===== src/rtl/cpu_types_pkg.sv =====
// Shared pipeline types for the integer core.
// Holds the default pipeline geometry, the register-index type, the
// forward-select encoding and the per-register scoreboard vector type.
package cpu_types_pkg;

  localparam int NUM_SRC_DEF         = 2;
  localparam int NUM_FWD_STAGES_DEF  = 2;
  localparam int REG_ADDR_W_DEF      = 5;
  localparam int MAX_OUTSTANDING_DEF = 4;
  localparam int STALL_CNT_W_DEF     = 8;
  localparam int STALL_TIMEOUT_DEF   = 200;
  localparam int SEL_W_DEF           = $clog2(NUM_FWD_STAGES_DEF + 2);

  typedef logic [REG_ADDR_W_DEF-1:0] regbits_t;

  // FWD_STG is the select for stage 0; stage k uses FWD_STG + k.
  typedef enum logic [SEL_W_DEF-1:0] {
    FWD_RF  = SEL_W_DEF'(0),
    FWD_STG = SEL_W_DEF'(1),
    FWD_LAT = SEL_W_DEF'(NUM_FWD_STAGES_DEF + 1)
  } fwd_sel_t;

  typedef logic [(1 << REG_ADDR_W_DEF)-1:0] scoreboard_t;

endpackage


===== src/rtl/hazard_scoreboard_if.sv =====
// Pipeline-side view of the hazard/forwarding unit.
// Carries the EX operand indices, forwarding-stage writer info, the
// long-latency completion bus and the resulting stall.
// Modport hz: the hazard unit's side (inputs from pipeline, stall out).
interface hazard_scoreboard_if #(
  parameter int NUM_SRC        = 2,
  parameter int NUM_FWD_STAGES = 2,
  parameter int REG_ADDR_W     = 5
);

  logic [NUM_SRC*REG_ADDR_W-1:0]        ex_rs;
  logic                                 ex_valid;
  logic [NUM_FWD_STAGES*REG_ADDR_W-1:0] stg_dest;
  logic [NUM_FWD_STAGES-1:0]            stg_regwr;
  logic [NUM_FWD_STAGES-1:0]            stg_data_valid;
  logic                                 lat_done;
  logic [REG_ADDR_W-1:0]                lat_done_dest;
  logic                                 stall;

  modport hz (
    input  ex_rs, ex_valid, stg_dest, stg_regwr, stg_data_valid,
           lat_done, lat_done_dest,
    output stall
  );

endinterface


===== src/rtl/fwd_operand_sel.sv =====
// Per-operand forwarding priority match.
// Ports:
//   rs, ex_valid          operand register index and EX-valid qualifier
//   stg_*                 per-stage destination, write enable, data ready
//   lat_done(_dest)       long-latency result bus this cycle
//   pending               scoreboard bit for rs
//   sel                   0 = regfile, k+1 = stage k, NUM_FWD_STAGES+1 = lat bus
//   hazard                operand cannot be supplied this cycle
module fwd_operand_sel
  import cpu_types_pkg::*;
#(
  parameter int NUM_FWD_STAGES = NUM_FWD_STAGES_DEF,
  parameter int REG_ADDR_W     = REG_ADDR_W_DEF,
  localparam int SEL_W         = $clog2(NUM_FWD_STAGES + 2)
) (
  input  logic [REG_ADDR_W-1:0]                rs,
  input  logic                                 ex_valid,
  input  logic [NUM_FWD_STAGES*REG_ADDR_W-1:0] stg_dest,
  input  logic [NUM_FWD_STAGES-1:0]            stg_regwr,
  input  logic [NUM_FWD_STAGES-1:0]            stg_data_valid,
  input  logic                                 lat_done,
  input  logic [REG_ADDR_W-1:0]                lat_done_dest,
  input  logic                                 pending,
  output logic [SEL_W-1:0]                     sel,
  output logic                                 hazard
);

  localparam logic [SEL_W-1:0] SEL_LAT = SEL_W'(NUM_FWD_STAGES + 1);

  logic hit;

  always_comb begin
    sel    = SEL_W'(FWD_RF);
    hazard = 1'b0;
    hit    = 1'b0;
    if (ex_valid && (rs != '0)) begin
      // Youngest matching stage wins; older stages hold stale values.
      for (int k = 0; k < NUM_FWD_STAGES; k++) begin
        if (!hit && stg_regwr[k] && (stg_dest[k*REG_ADDR_W +: REG_ADDR_W] == rs)) begin
          hit    = 1'b1;
          sel    = SEL_W'(k + 1);
          hazard = ~stg_data_valid[k];
        end
      end
      if (!hit) begin
        if (lat_done && (lat_done_dest == rs)) begin
          sel = SEL_LAT;
        end else if (pending) begin
          hazard = 1'b1;
        end
      end
    end
  end

endmodule


===== src/rtl/hazard_scoreboard_unit.sv =====
// Forwarding and hazard unit for the integer pipeline.
// Selects forward sources for each EX operand, tracks in-flight
// long-latency writebacks in a per-register scoreboard, stalls on
// load-use or pending-register hazards, and counts consecutive stalls.
// Ports:
//   CLK, RST            clock, async active-high reset
//   ex_rs, ex_valid     EX instruction operands
//   stg_*               forwarding stage writers (0 = EX/MEM youngest)
//   lat_issue*          long-latency issue request / accept
//   lat_done*           long-latency completion bus
//   fwd_sel, stall      same-cycle forward selects and pipeline hold
//   outstanding         in-flight long-latency op count
//   hazard_timeout      sticky: consecutive stalls reached the limit
//   sb_error            sticky: completion for a non-pending register
module hazard_scoreboard_unit
  import cpu_types_pkg::*;
#(
  parameter int NUM_SRC         = NUM_SRC_DEF,
  parameter int NUM_FWD_STAGES  = NUM_FWD_STAGES_DEF,
  parameter int REG_ADDR_W      = REG_ADDR_W_DEF,
  parameter int MAX_OUTSTANDING = MAX_OUTSTANDING_DEF,
  parameter int STALL_CNT_W     = STALL_CNT_W_DEF,
  parameter int STALL_TIMEOUT   = STALL_TIMEOUT_DEF,
  localparam int SEL_W          = $clog2(NUM_FWD_STAGES + 2),
  localparam int OUT_W          = $clog2(MAX_OUTSTANDING + 1)
) (
  input  logic                                 CLK,
  input  logic                                 RST,
  input  logic [NUM_SRC*REG_ADDR_W-1:0]        ex_rs,
  input  logic                                 ex_valid,
  input  logic [NUM_FWD_STAGES*REG_ADDR_W-1:0] stg_dest,
  input  logic [NUM_FWD_STAGES-1:0]            stg_regwr,
  input  logic [NUM_FWD_STAGES-1:0]            stg_data_valid,
  input  logic                                 lat_issue,
  input  logic [REG_ADDR_W-1:0]                lat_issue_dest,
  output logic                                 lat_issue_ready,
  input  logic                                 lat_done,
  input  logic [REG_ADDR_W-1:0]                lat_done_dest,
  output logic [NUM_SRC*SEL_W-1:0]             fwd_sel,
  output logic                                 stall,
  output logic [OUT_W-1:0]                     outstanding,
  output logic                                 hazard_timeout,
  output logic                                 sb_error
);

  localparam int NUM_REGS = 1 << REG_ADDR_W;
  localparam logic [OUT_W-1:0]       OUT_MAX     = OUT_W'(MAX_OUTSTANDING);
  localparam logic [STALL_CNT_W-1:0] TIMEOUT_CNT = STALL_CNT_W'(STALL_TIMEOUT);

  logic [NUM_REGS-1:0]    sb_q, sb_d;
  logic [OUT_W-1:0]       outstanding_q, outstanding_d;
  logic [STALL_CNT_W-1:0] stall_cnt_q, stall_cnt_d;
  logic                   timeout_q, timeout_d;
  logic                   sb_error_q, sb_error_d;

  logic [NUM_SRC-1:0]     op_hazard;
  logic                   issue_acc;
  logic                   done_valid;

  hazard_scoreboard_if #(
    .NUM_SRC        (NUM_SRC),
    .NUM_FWD_STAGES (NUM_FWD_STAGES),
    .REG_ADDR_W     (REG_ADDR_W)
  ) hz_bus ();

  assign hz_bus.ex_rs          = ex_rs;
  assign hz_bus.ex_valid       = ex_valid;
  assign hz_bus.stg_dest       = stg_dest;
  assign hz_bus.stg_regwr      = stg_regwr;
  assign hz_bus.stg_data_valid = stg_data_valid;
  assign hz_bus.lat_done       = lat_done;
  assign hz_bus.lat_done_dest  = lat_done_dest;
  assign hz_bus.stall          = |op_hazard;

  for (genvar i = 0; i < NUM_SRC; i++) begin : g_src
    fwd_operand_sel #(
      .NUM_FWD_STAGES (NUM_FWD_STAGES),
      .REG_ADDR_W     (REG_ADDR_W)
    ) u_sel (
      .rs             (hz_bus.ex_rs[i*REG_ADDR_W +: REG_ADDR_W]),
      .ex_valid       (hz_bus.ex_valid),
      .stg_dest       (hz_bus.stg_dest),
      .stg_regwr      (hz_bus.stg_regwr),
      .stg_data_valid (hz_bus.stg_data_valid),
      .lat_done       (hz_bus.lat_done),
      .lat_done_dest  (hz_bus.lat_done_dest),
      .pending        (sb_q[hz_bus.ex_rs[i*REG_ADDR_W +: REG_ADDR_W]]),
      .sel            (fwd_sel[i*SEL_W +: SEL_W]),
      .hazard         (op_hazard[i])
    );
  end

  assign stall = hz_bus.stall;

  // WAW check uses the pre-update scoreboard, so a register completing
  // this cycle still blocks a new issue to it.
  assign lat_issue_ready = ~stall
                         & (outstanding_q < OUT_MAX)
                         & ~sb_q[lat_issue_dest]
                         & (lat_issue_dest != '0);

  assign issue_acc  = lat_issue & lat_issue_ready;
  assign done_valid = lat_done & sb_q[lat_done_dest];

  always_comb begin
    sb_d = sb_q;
    if (done_valid) sb_d[lat_done_dest]  = 1'b0;
    if (issue_acc)  sb_d[lat_issue_dest] = 1'b1;

    outstanding_d = outstanding_q;
    if (issue_acc && !done_valid) outstanding_d = outstanding_q + OUT_W'(1);
    if (!issue_acc && done_valid) outstanding_d = outstanding_q - OUT_W'(1);

    stall_cnt_d = '0;
    if (stall) begin
      stall_cnt_d = (stall_cnt_q == '1) ? stall_cnt_q : stall_cnt_q + STALL_CNT_W'(1);
    end

    timeout_d  = timeout_q | (stall_cnt_d >= TIMEOUT_CNT);
    sb_error_d = sb_error_q | (lat_done & ~sb_q[lat_done_dest]);
  end

  always_ff @(posedge CLK or posedge RST) begin
    if (RST) begin
      sb_q          <= '0;
      outstanding_q <= '0;
      stall_cnt_q   <= '0;
      timeout_q     <= 1'b0;
      sb_error_q    <= 1'b0;
    end else begin
      sb_q          <= sb_d;
      outstanding_q <= outstanding_d;
      stall_cnt_q   <= stall_cnt_d;
      timeout_q     <= timeout_d;
      sb_error_q    <= sb_error_d;
    end
  end

  assign outstanding    = outstanding_q;
  assign hazard_timeout = timeout_q;
  assign sb_error       = sb_error_q;

endmodule


===== config.mk =====
export PLATFORM = sky130hd
export DESIGN_NAME = hazard_scoreboard_unit
export DESIGN_NICKNAME = d
export VERILOG_FILES = /design/src/rtl/cpu_types_pkg.sv /design/src/rtl/hazard_scoreboard_if.sv /design/src/rtl/fwd_operand_sel.sv /design/src/rtl/hazard_scoreboard_unit.sv
export SDC_FILE = /design/constraint.sdc
export NUM_CORES = 1
export LEC_CHECK = 0
export CORE_MARGIN = 4
export CORE_UTILIZATION = 55
export CTS_CLUSTER_DIAMETER = 100
export DETAILED_ROUTE_END_ITERATION = 10
export PLACE_DENSITY_LB_ADDON = 0.08
export SETUP_SLACK_MARGIN = 0.02
export SLEW_MARGIN = 20
export SYNTH_ARGS = -nofsm -noshare
export SYNTH_HDL_FRONTEND = slang
export SYNTH_HIERARCHICAL = 1
export SYNTH_SLANG_ARGS = --single-unit

===== constraint.sdc =====
create_clock -name CLK -period 4.9 [get_ports CLK]
set_input_delay 0.49 -clock CLK [delete_from_list [all_inputs] [get_ports CLK]]
set_output_delay 0.49 -clock CLK [all_outputs]
set_load 0.05 [all_outputs]

==> impl_metrics.json <==
{
  "status": "finished, final reports clean",
  "ys_seq_area_share_pct": 29.53,
  "min_period_ns": 4.527,
  "cts_resized": 0,
  "drc": 0,
  "grt_max_degree": 46,
  "power.switching_uw": 756.9,
  "final_util_pct": 66.76,
  "critPathLaunchType": "input pin",
  "path_clk_slew_ns": 0.09,
  "cts_max_path_buffers": 2,
  "arrival_ns": 4.75,
  "drv_cap": 0,
  "start_util_pct": 56.44,
  "grt-ovfl-total": 0,
  "postRouteAntennaNets": 0,
  "final.setup.worst_slack_ns": 0.3729,
  "ys_types": 57,
  "ys_warn_count": 6,
  "cp_slowest_cell": "clkdlybuf4s50_1",
  "die_area_sq_um": 8330,
  "tritoncts": "built",
  "synth_edf_count": 0,
  "cts_inserted_buffers": 5,
  "antenna_found_initial": 0,
  "hpwl_mm": 8.277,
  "ys_ff_latch": 45,
  "finClkSkew_ns": 0.008539,
  "synth_area_per_cell_sq_um": 10.25,
  "dpl_worst_slack_ns": 0.03950,
  "final_cells": 497,
  "syn-instance-count": 372,
  "hold_violations": 0,
  "place_congestion": 1.015,
  "die_h_microns": 91.27,
  "slew_violations": 0,
  "fp.dieW_microns": 91.27,
  "grt_pass1_vias": 3345,
  "synth-main-ff-cell": "dfrtp_1",
  "finalPower_uw": 1821,
  "cts_max_level": 2,
  "synth_area_sq_um": 3814,
  "cellPowerDensity_nw_per_um2": 403.7,
  "crit_path_end_kind": "flop",
  "layout-drive-gt1-share_pct": 14.87,
  "syn_nets": 414,
  "fin_crit_sh_pct": 92.39,
  "power_leakage_uw": 0.001692,
  "path_cells": "clkdlybuf4s50_1, buf_12, mux4_2, mux4_2, mux2_2, nor3b_1, o31a_1, a2111oi_4, o211ai_2, nor3_4, and3_2, nand2_1, ha_1, inv_1, fa_1, o21ai_0",
  "cp_slowest_stage_delay_ns": 0.51,
  "antennaDiodeCount": 0,
  "slew_headroom_pct": 52.13,
  "num_vias": 3401,
  "wl_per_cell_microns": 22.30,
  "clock-sinks": 45,
  "fmax_ghz": 0.2209,
  "clock_power_share_pct": 15.2,
  "grt_setup_unrepaired": "no",
  "rrSetupSlack_ns": 0.77,
  "vias_per_cell": 6.843,
  "setup_viol": 0,
  "timing.setup.tns_ns": 0,
  "p_comb_share_pct": 45.1,
  "numPortBuffers": 49,
  "dp.cells": 490,
  "post_cts_buffers": 0,
  "crit_type": "input pin to flop",
  "worst_pin_slew_ns": 0.7158,
  "pin_count": 50,
  "drt_first_pass_iters": 5,
  "worstPathMaxFanout": 12,
  "grt_pass1_wl_mm": 17.86,
  "area_delta_synth_final_pct": 18.27,
  "pwr-share-seq_pct": 39.8,
  "swShare_pct": 41.57,
  "wl_mm": 11.08,
  "nNetsFinal": 459,
  "intPower_uw": 1064,
  "fp-row-count": 30,
  "clk-insertion-delay-late_ns": 0.30,
  "root_buffer": "clkbuf_8",
  "hold_path_class": "flop to flop",
  "worst_path_most_repeated_cell": "mux4_2",
  "synth-async-reset-ratio_pct": 100.0,
  "crit_required_ns": 5.13,
  "ir_drop_mv": 0.2997,
  "holdBufCountCts": 0,
  "gr-usage-all-layers_pct": 27.15,
  "core-area_sq_um": 6756,
  "drt_iter0_markers": 405
}
stage by stage:
step                      hold slack, ns  cell area (sq um)
after floorplan                   0.4984               3816
after global placement            0.4482               4407
after detailed placement          0.4559               4407
after CTS                         0.4766               4511
after global routing              0.4956               4511
final                             0.4685               4511
sequential cells by signal, summed over array words and instances, names as in the netlist:
name,count
hazard_timeout,1
outstanding,3
sb_error,1
sb_q,32
stall_cnt_q,8
synthesized netlist by cell type, types with 4 or more instances:
master	instances	area share, %
xnor2_1	12	2.8
and3_1	4	0.66
nand3b_1	8	1.6
xor2_1	23	5.3
nand3_1	11	1.4
mux4_2	23	14
o31ai_1	29	5.7
buf_2	6	0.79
inv_1	9	0.89
o22ai_1	5	0.82
a21oi_1	9	1.2
o21ai_1	31	4.1
nand2b_1	4	0.66
nand2_1	12	1.2
nor2_1	24	2.4
clkbuf_1	7	0.69
nand4_4	4	2.2
mux2i_1	21	5.5
buf_4	4	0.79
o21ai_0	11	1.4
dfrtp_1	45	30
or3_1	4	0.66
nor3_1	9	1.2
cells by family (layout without fill, tap and decap cells):
family / Yosys count / in the layout / share of synthesized area, %
buffers and inverters: 31 / 76 / 3.871
adder cells (fa/ha/maj): 3 / 3 / 1.181
XOR/XNOR: 35 / 35 / 8.038
flip-flops: 45 / 45 / 29.53
AND/OR/NAND/NOR: 104 / 104 / 17.75
multiplexers: 50 / 50 / 21.65
AO/OA/AOI/OAI: 104 / 104 / 17.98
area by class of cell:
cell class | instances | area [sq um]
Inverter | 9 | 33.78
Clock buffer | 5 | 68.82
Tap cell | 80 | 100.1
Clock inverter | 2 | 35.03
Timing Repair Buffer | 60 | 605.6
Sequential cell | 45 | 1126
Multi-Input combinational cell | 296 | 2541
Fill cell | 548 | 2246
power by group through the flow:
stage	combinational, uW	clock (uW)	sequential (uW)
finish	820	276	725
detailed placement	813	0	712
floorplan	574	0	658
CTS	816	282	705
global placement	797	0	708
global route	885	297	732
placed cells by master (no fill, tap or decap), types with 4 or more instances in the layout:
master / synthesis / final
clkdlybuf4s50_1: 0 / 47
dfrtp_1: 45 / 45
o21ai_1: 31 / 31
o31ai_1: 29 / 29
nor2_1: 24 / 24
mux4_2: 23 / 23
xor2_1: 23 / 23
mux2i_1: 21 / 21
nand2_1: 12 / 12
xnor2_1: 12 / 12
nand3_1: 11 / 11
o21ai_0: 11 / 11
buf_4: 4 / 10
a21oi_1: 9 / 9
nor3_1: 9 / 9
inv_1: 9 / 8
nand3b_1: 8 / 8
o22ai_1: 5 / 5
clkbuf_8: 0 / 5
nand2b_1: 4 / 4
or3_1: 4 / 4
nand4_4: 4 / 4
final timing paths:
kind / start / end / depth (start not counted)
worst max-delay path: ex_rs[5] / outstanding[1]$_DFFE_PP0P_ / 16
worst min-delay path: hazard_timeout$_DFF_PP0_ / hazard_timeout$_DFF_PP0_ / 1
worst max register to register: sb_q[28]$_DFF_PP0_ / outstanding[1]$_DFFE_PP0P_ / 14
worst min register to register: hazard_timeout$_DFF_PP0_ / hazard_timeout$_DFF_PP0_ / 1
max in group asynchronous: RST / sb_q[29]$_DFF_PP0_ / 3
min in group asynchronous: RST / stall_cnt_q[0]$_DFF_PP0_ / 3
metal layers:
metal / GRT usage (%) / routed length [microns] / up-vias
met5: 0 / 0 / -
met1: 38.69 / 4720 / 1652
met4: 7.663 / 199 / 0
met2: 41.94 / 5151 / 180
li1: - / - / 1543
met3: 5.717 / 1013 / 26
critical path, delay by kind of cell:
family,cells,cell delay (ns)
mux,3,1.25
buf+inv,3,0.75
compound gates,4,1.00
simple gates,4,0.63
fa+ha+maj,2,0.64
(Power assumes the default switching activity.)
